**config.mk**
```make
export PLATFORM = sky130hd
export DESIGN_NAME = alu_ctrl_seq
export DESIGN_NICKNAME = d
export VERILOG_FILES = /design/src/rtl/alu_ctrl_pkg.sv /design/src/rtl/alu_ctrl_decode.sv /design/src/rtl/alu_ctrl_seq.sv
export SDC_FILE = /design/constraint.sdc
export NUM_CORES = 1
export LEC_CHECK = 0
export ABC_AREA = 1
export CAP_MARGIN = 20
export CORE_MARGIN = 8
export CORE_UTILIZATION = 50
export DETAILED_ROUTE_END_ITERATION = 10
export PLACE_DENSITY = 0.83
export REMOVE_ABC_BUFFERS = 1
export SLEW_MARGIN = 20
export SYNTH_ARGS = -nofsm -noshare
export SYNTH_HDL_FRONTEND = slang
export SYNTH_SLANG_ARGS = --single-unit
```
**constraint.sdc**
```tcl
create_clock -name clk -period 2.6 [get_ports clk]
set_input_delay 0.52 -clock clk [delete_from_list [all_inputs] [get_ports clk]]
set_output_delay 0.52 -clock clk [all_outputs]
set_load 0.01 [all_outputs]
```
**src/rtl/alu_ctrl_pkg.sv**
```systemverilog
// Shared codes, funct values and FSM states for the ALU control unit.
// Optional shift decode is enabled by ALU_CTRL_SHIFT_EN (see alu_ctrl_decode).
package alu_ctrl_pkg;

  localparam logic [3:0] ALU_AND  = 4'b0000;
  localparam logic [3:0] ALU_OR   = 4'b0001;
  localparam logic [3:0] ALU_ADD  = 4'b0010;
  localparam logic [3:0] ALU_SLL  = 4'b0011;
  localparam logic [3:0] ALU_SRL  = 4'b0100;
  localparam logic [3:0] ALU_SRA  = 4'b0101;
  localparam logic [3:0] ALU_SUB  = 4'b0110;
  localparam logic [3:0] ALU_SLT  = 4'b0111;
  localparam logic [3:0] ALU_MULT = 4'b1000;
  localparam logic [3:0] ALU_DIV  = 4'b1001;
  localparam logic [3:0] ALU_NOR  = 4'b1100;
  localparam logic [3:0] ALU_ILL  = 4'b1111;

  localparam logic [5:0] FUNCT_ADD  = 6'b100000;
  localparam logic [5:0] FUNCT_SUB  = 6'b100010;
  localparam logic [5:0] FUNCT_AND  = 6'b100100;
  localparam logic [5:0] FUNCT_OR   = 6'b100101;
  localparam logic [5:0] FUNCT_NOR  = 6'b100111;
  localparam logic [5:0] FUNCT_SLT  = 6'b101010;
  localparam logic [5:0] FUNCT_MULT = 6'b011000;
  localparam logic [5:0] FUNCT_DIV  = 6'b011010;
  localparam logic [5:0] FUNCT_SLL  = 6'b000000;
  localparam logic [5:0] FUNCT_SRL  = 6'b000010;
  localparam logic [5:0] FUNCT_SRA  = 6'b000011;

  localparam logic [1:0] ALU_OP_ADD   = 2'b00;
  localparam logic [1:0] ALU_OP_SUB   = 2'b01;
  localparam logic [1:0] ALU_OP_RTYPE = 2'b10;
  localparam logic [1:0] ALU_OP_RSV   = 2'b11;

  typedef enum logic {
    ST_IDLE = 1'b0,
    ST_MDU  = 1'b1
  } state_t;

endpackage

```
**src/rtl/alu_ctrl_decode.sv**
```systemverilog
// Combinational {alu_op, funct} decode to ALU code, illegal and MDU flags.
// ALU_CTRL_SHIFT_EN adds sll/srl/sra; otherwise those functs are illegal.
module alu_ctrl_decode
  import alu_ctrl_pkg::*;
(
  input  logic [1:0] alu_op,
  input  logic [5:0] funct,
  output logic [3:0] code,
  output logic       illegal,
  output logic       is_mdu,
  output logic       mdu_op
);

  always_comb begin
    code    = ALU_ILL;
    illegal = 1'b1;
    is_mdu  = 1'b0;
    mdu_op  = 1'b0;
    unique case (1'b1)
      alu_op == ALU_OP_ADD: begin
        code    = ALU_ADD;
        illegal = 1'b0;
      end
      alu_op == ALU_OP_SUB: begin
        code    = ALU_SUB;
        illegal = 1'b0;
      end
      alu_op == ALU_OP_RTYPE: begin
        illegal = 1'b0;
        case (funct)
          FUNCT_ADD: code = ALU_ADD;
          FUNCT_SUB: code = ALU_SUB;
          FUNCT_AND: code = ALU_AND;
          FUNCT_OR:  code = ALU_OR;
          FUNCT_NOR: code = ALU_NOR;
          FUNCT_SLT: code = ALU_SLT;
          FUNCT_MULT: begin
            code   = ALU_MULT;
            is_mdu = 1'b1;
          end
          FUNCT_DIV: begin
            code   = ALU_DIV;
            is_mdu = 1'b1;
            mdu_op = 1'b1;
          end
`ifdef ALU_CTRL_SHIFT_EN
          FUNCT_SLL: code = ALU_SLL;
          FUNCT_SRL: code = ALU_SRL;
          FUNCT_SRA: code = ALU_SRA;
`endif
          default: illegal = 1'b1;
        endcase
      end
      alu_op == ALU_OP_RSV: ;
      default: ;
    endcase
  end

endmodule

```
**src/rtl/alu_ctrl_seq.sv**
```systemverilog
// Registered ALU control with valid/ready handshake and MULT/DIV sequencing.
// Shift decode is optional via ALU_CTRL_SHIFT_EN (handled in alu_ctrl_decode).
module alu_ctrl_seq
  import alu_ctrl_pkg::*;
#(
  parameter int CTL_W   = 4,
  parameter int MUL_LAT = 4,
  parameter int DIV_LAT = 8,
  parameter int CNT_W   = 4
) (
  input  logic             clk,
  input  logic             rst_n,
  input  logic             in_valid,
  output logic             in_ready,
  input  logic [1:0]       alu_op,
  input  logic [5:0]       funct,
  output logic             out_valid,
  input  logic             out_ready,
  output logic [CTL_W-1:0] alu_ctl,
  output logic             illegal,
  output logic             mdu_start,
  output logic             mdu_op,
  output logic             busy
);

  localparam logic [CNT_W-1:0] MUL_CNT = CNT_W'(MUL_LAT - 1);
  localparam logic [CNT_W-1:0] DIV_CNT = CNT_W'(DIV_LAT - 1);

  logic [3:0] dec_code;
  logic       dec_ill;
  logic       dec_mdu;
  logic       dec_op;

  alu_ctrl_decode u_dec (
    .alu_op  (alu_op),
    .funct   (funct),
    .code    (dec_code),
    .illegal (dec_ill),
    .is_mdu  (dec_mdu),
    .mdu_op  (dec_op)
  );

  state_t           state, state_nx;
  logic [CNT_W-1:0] cnt, cnt_nx;
  logic             ov_nx, ill_nx, start_nx, op_nx;
  logic [CTL_W-1:0] ctl_nx;
  logic             accept;

  assign in_ready = (state == ST_IDLE) && (!out_valid || out_ready);
  assign accept   = in_valid && in_ready;
  assign busy     = (state == ST_MDU);

  always_comb begin
    state_nx = state;
    cnt_nx   = cnt;
    ov_nx    = out_valid;
    ctl_nx   = alu_ctl;
    ill_nx   = illegal;
    start_nx = 1'b0;
    op_nx    = mdu_op;
    unique case (state)
      ST_IDLE: begin
        if (accept && dec_mdu) begin
          state_nx = ST_MDU;
          cnt_nx   = dec_op ? DIV_CNT : MUL_CNT;
          op_nx    = dec_op;
          start_nx = 1'b1;
          ov_nx    = 1'b0;
        end else if (accept) begin
          ov_nx  = 1'b1;
          ctl_nx = CTL_W'(dec_code);
          ill_nx = dec_ill;
        end else if (out_ready) begin
          ov_nx = 1'b0;
        end
      end
      ST_MDU: begin
        // Result appears on the edge the counter is seen at zero
        if (cnt == '0) begin
          state_nx = ST_IDLE;
          ov_nx    = 1'b1;
          ctl_nx   = CTL_W'(mdu_op ? ALU_DIV : ALU_MULT);
          ill_nx   = 1'b0;
        end else begin
          cnt_nx = cnt - 1'b1;
        end
      end
      default: state_nx = ST_IDLE;
    endcase
  end

  always_ff @(posedge clk or negedge rst_n) begin
    if (!rst_n) begin
      state     <= ST_IDLE;
      cnt       <= '0;
      out_valid <= 1'b0;
      alu_ctl   <= '0;
      illegal   <= 1'b0;
      mdu_start <= 1'b0;
      mdu_op    <= 1'b0;
    end else begin
      state     <= state_nx;
      cnt       <= cnt_nx;
      out_valid <= ov_nx;
      alu_ctl   <= ctl_nx;
      illegal   <= ill_nx;
      mdu_start <= start_nx;
      mdu_op    <= op_nx;
    end
  end

endmodule
```
==> metrics <==
status=finished, final reports clean; maximum vdd drop=between 300 and 400 uV; Tcrit/Tclk final=0.878; vias in the first global route=about 760; crit end category=primary output; fill count=126; Hold Path Class=register to register; first-pass GRT wire length=3050 um; grt ovf=0; Root Driver=clkbuf_4; Synth top area share=0.399; Hold Buf Count CTS=0; Max H-tree Level=1; initial DRC count=25; worst-path maximum fanout=2; distinct cell type count after synthesis=21; I/O pins=22; reg2reg setup slack=1.12 ns; Cell Pwr Density=468 nW/um2; Syn Area/Cell=7.47 um2; Worst-Skew Late Latency=0.28 ns; top cells by area, synth=dfrtp_1 40%, nand2_1 11%, inv_1 9.7%, nor2_1 5.1%, a21oi_1 4.3%; initial core utilization=0.534; share of layout cells above drive strength 1=0.134; Synthesis Warnings=0; Via density=5.06; leak pwr=0.545 nW; PortBufs=21; fraction of the yosys area taken by sequential cells=0.399; gr usage total=0.112; WP data required=2.08 ns; Clock Path Buffers=2; Avg WL per Cell=11.4 um; # setup viols final=0; number of diodes=0; CTS tree=yes; Hold Vio Cnt, Final=0; fmax=0.438 GHz; Worst EP arrival=between 1.5 and 2 ns; post-CTS setup buffer count=0; Reg clk slew, reported paths=0.08 ns; die area=3180 um2; DR DRC count=0; final worst setup slack=0.317 ns; WHS=0.483 ns; RSZ-0062 raised after global routing=false; time the worst path needs with I/O delays and setup=2.28 ns; DIE WIDTH=56.4 um; Mapped Cells=109; core footprint=1520 um2; max_cap viols=0; Slew Viols, Final=0; clk sinks=13; area delta synth->final=31.5%; gpl congestion=0.792; largest net degree at the start of global routing=14; final setup TNS=0 ns; TritonCTS buffer count=3; Mapped Area=815 um2; Slew @ Worst Pin=0.577 ns; row cnt=14; Final nets=149; initial antenna violation count=0; Post-CTS Resized=0; kind of critical path=input port to primary output; WL final=approximately 1700 um; Post-Route Skew=0.00327 ns; max_slew headroom=0.614; Antenna Nets Post-Route=0; Worst Setup Slack post-DPL=~0.31 ns; Die Ht=around 56 um; DRT Pass-1 Iters=4; DR vias=759; crit path launch type=input port; DP HPWL=1430 um; Yosys reg bits=13; largest area contributor in the netlist=dfrtp_1
-- registers in the layout, summed over array words and instances (netlist names) --
register	count
alu_ctl	4
busy	1
cnt	4
illegal	1
mdu_op	1
mdu_start	1
out_valid	1
-- logic make-up after synthesis --
logic type / after synthesis / synth area share
simple gates: 53 / 0.320
flops: 13 / 0.399
xor+xnor: 1 / 0.0108
buf+inv: 22 / 0.101
fa+ha+maj: 2 / 0.0307
compound gates: 18 / 0.138
-- synthesized netlist by cell type --
master / n
dfrtp_1: 13
nor2_2: 2
o21ai_0: 6
a31oi_1: 1
xnor2_1: 1
nand3_1: 6
nand2_1: 24
nand2_4: 3
o21ai_4: 1
nand4_1: 1
nand3_2: 1
a21oi_2: 1
inv_1: 21
a21oi_1: 7
inv_2: 1
nand2_2: 4
ha_1: 2
nor2_4: 1
nor2_1: 11
o21ai_2: 1
a21boi_0: 1
-- layout make-up --
| class | instances | area (um2) | share of cell area |
|---|---|---|---|
| multi-input combinational | 74 | 407 | 0.380 |
| sequential | 13 | 325 | 0.304 |
| timing repair buffer | 21 | 210 | 0.196 |
| inverter | 22 | 82.6 | 0.0771 |
| clock buffer | 4 | 26.3 | 0.0245 |
| tap | 16 | 20.0 | 0.0187 |
-- power by group --
group	total, W	switching, W	leakage (nW)	internal [W]
clock network	0.000129	0.0000698	0.0150	0.0000596
registers	0.000232	0.0000114	0.166	0.000221
logic	0.000139	0.0000694	0.363	0.0000699
total	0.000501	0.000151	0.545	0.000350
-- cell usage in the layout (no fill, tap or decap) --
cell type | synthesis | routed
a21boi_0 | 1 | 1
a21oi_1 | 7 | 7
ha_1 | 2 | 2
o21ai_0 | 6 | 6
o21ai_4 | 1 | 1
inv_2 | 1 | 1
inv_1 | 21 | 21
clkbuf_4 | 0 | 3
nand2_2 | 4 | 4
nor2_1 | 11 | 11
nand2_1 | 24 | 24
nand3_1 | 6 | 6
a31oi_1 | 1 | 1
nor2_4 | 1 | 1
xnor2_1 | 1 | 1
nand3_2 | 1 | 1
nor2_2 | 2 | 2
o21ai_2 | 1 | 1
clkbuf_1 | 0 | 1
nand2_4 | 3 | 3
dfrtp_1 | 13 | 13
a21oi_2 | 1 | 1
clkdlybuf4s50_1 | 0 | 21
nand4_1 | 1 | 1
-- final timing paths --
path                                         start                      to  cells past startpoint
max in group asynchronous                    rst_n      mdu_op$_DFFE_PN0P_                      1
worst max register to register  cnt[0]$_DFFE_PN0P_      cnt[3]$_DFFE_PN0P_                      8
worst min register to register  cnt[0]$_DFFE_PN0P_      cnt[0]$_DFFE_PN0P_                      1
min in group asynchronous                    rst_n  alu_ctl[3]$_DFFE_PN0P_                      1
worst max-delay path                     out_ready                in_ready                      4
worst min-delay path            cnt[0]$_DFFE_PN0P_      cnt[0]$_DFFE_PN0P_                      1
-- through the flow --
| stage | utilization | total power (W) | instances | instance area (um2) |
|---|---|---|---|---|
| final | 0.703 | 0.000501 | 150 | 1070 |
| after global routing | 0.703 | 0.000532 | 150 | 1070 |
| after CTS | 0.703 | 0.000504 | 150 | 1070 |
| after detailed placement | 0.686 | 0.000377 | 146 | 1040 |
| after global placement | 0.686 | 0.000372 | 146 | 1040 |
| after floorplan | - | 0.000309 | 109 | 815 |
-- worst max-delay path, stage by stage --
cell and delay (ns):
clkdlybuf4s50_1 0.48, inv_1 0.06, a21oi_2 0.15, clkdlybuf4s50_1 0.55
-- metal layers --
| layer | vias to the layer above | part of all wire | track usage |
|---|---|---|---|
| met5 | - | 0 | 0 |
| met3 | 5 | 0.044 | 0.0247 |
| li1 | 394 | - | - |
| met4 | 0 | 0.027 | 0.0619 |
| met1 | 339 | 0.46 | 0.132 |
| met2 | 21 | 0.47 | 0.184 |
Note: power is estimated with default switching activity, not from simulation.
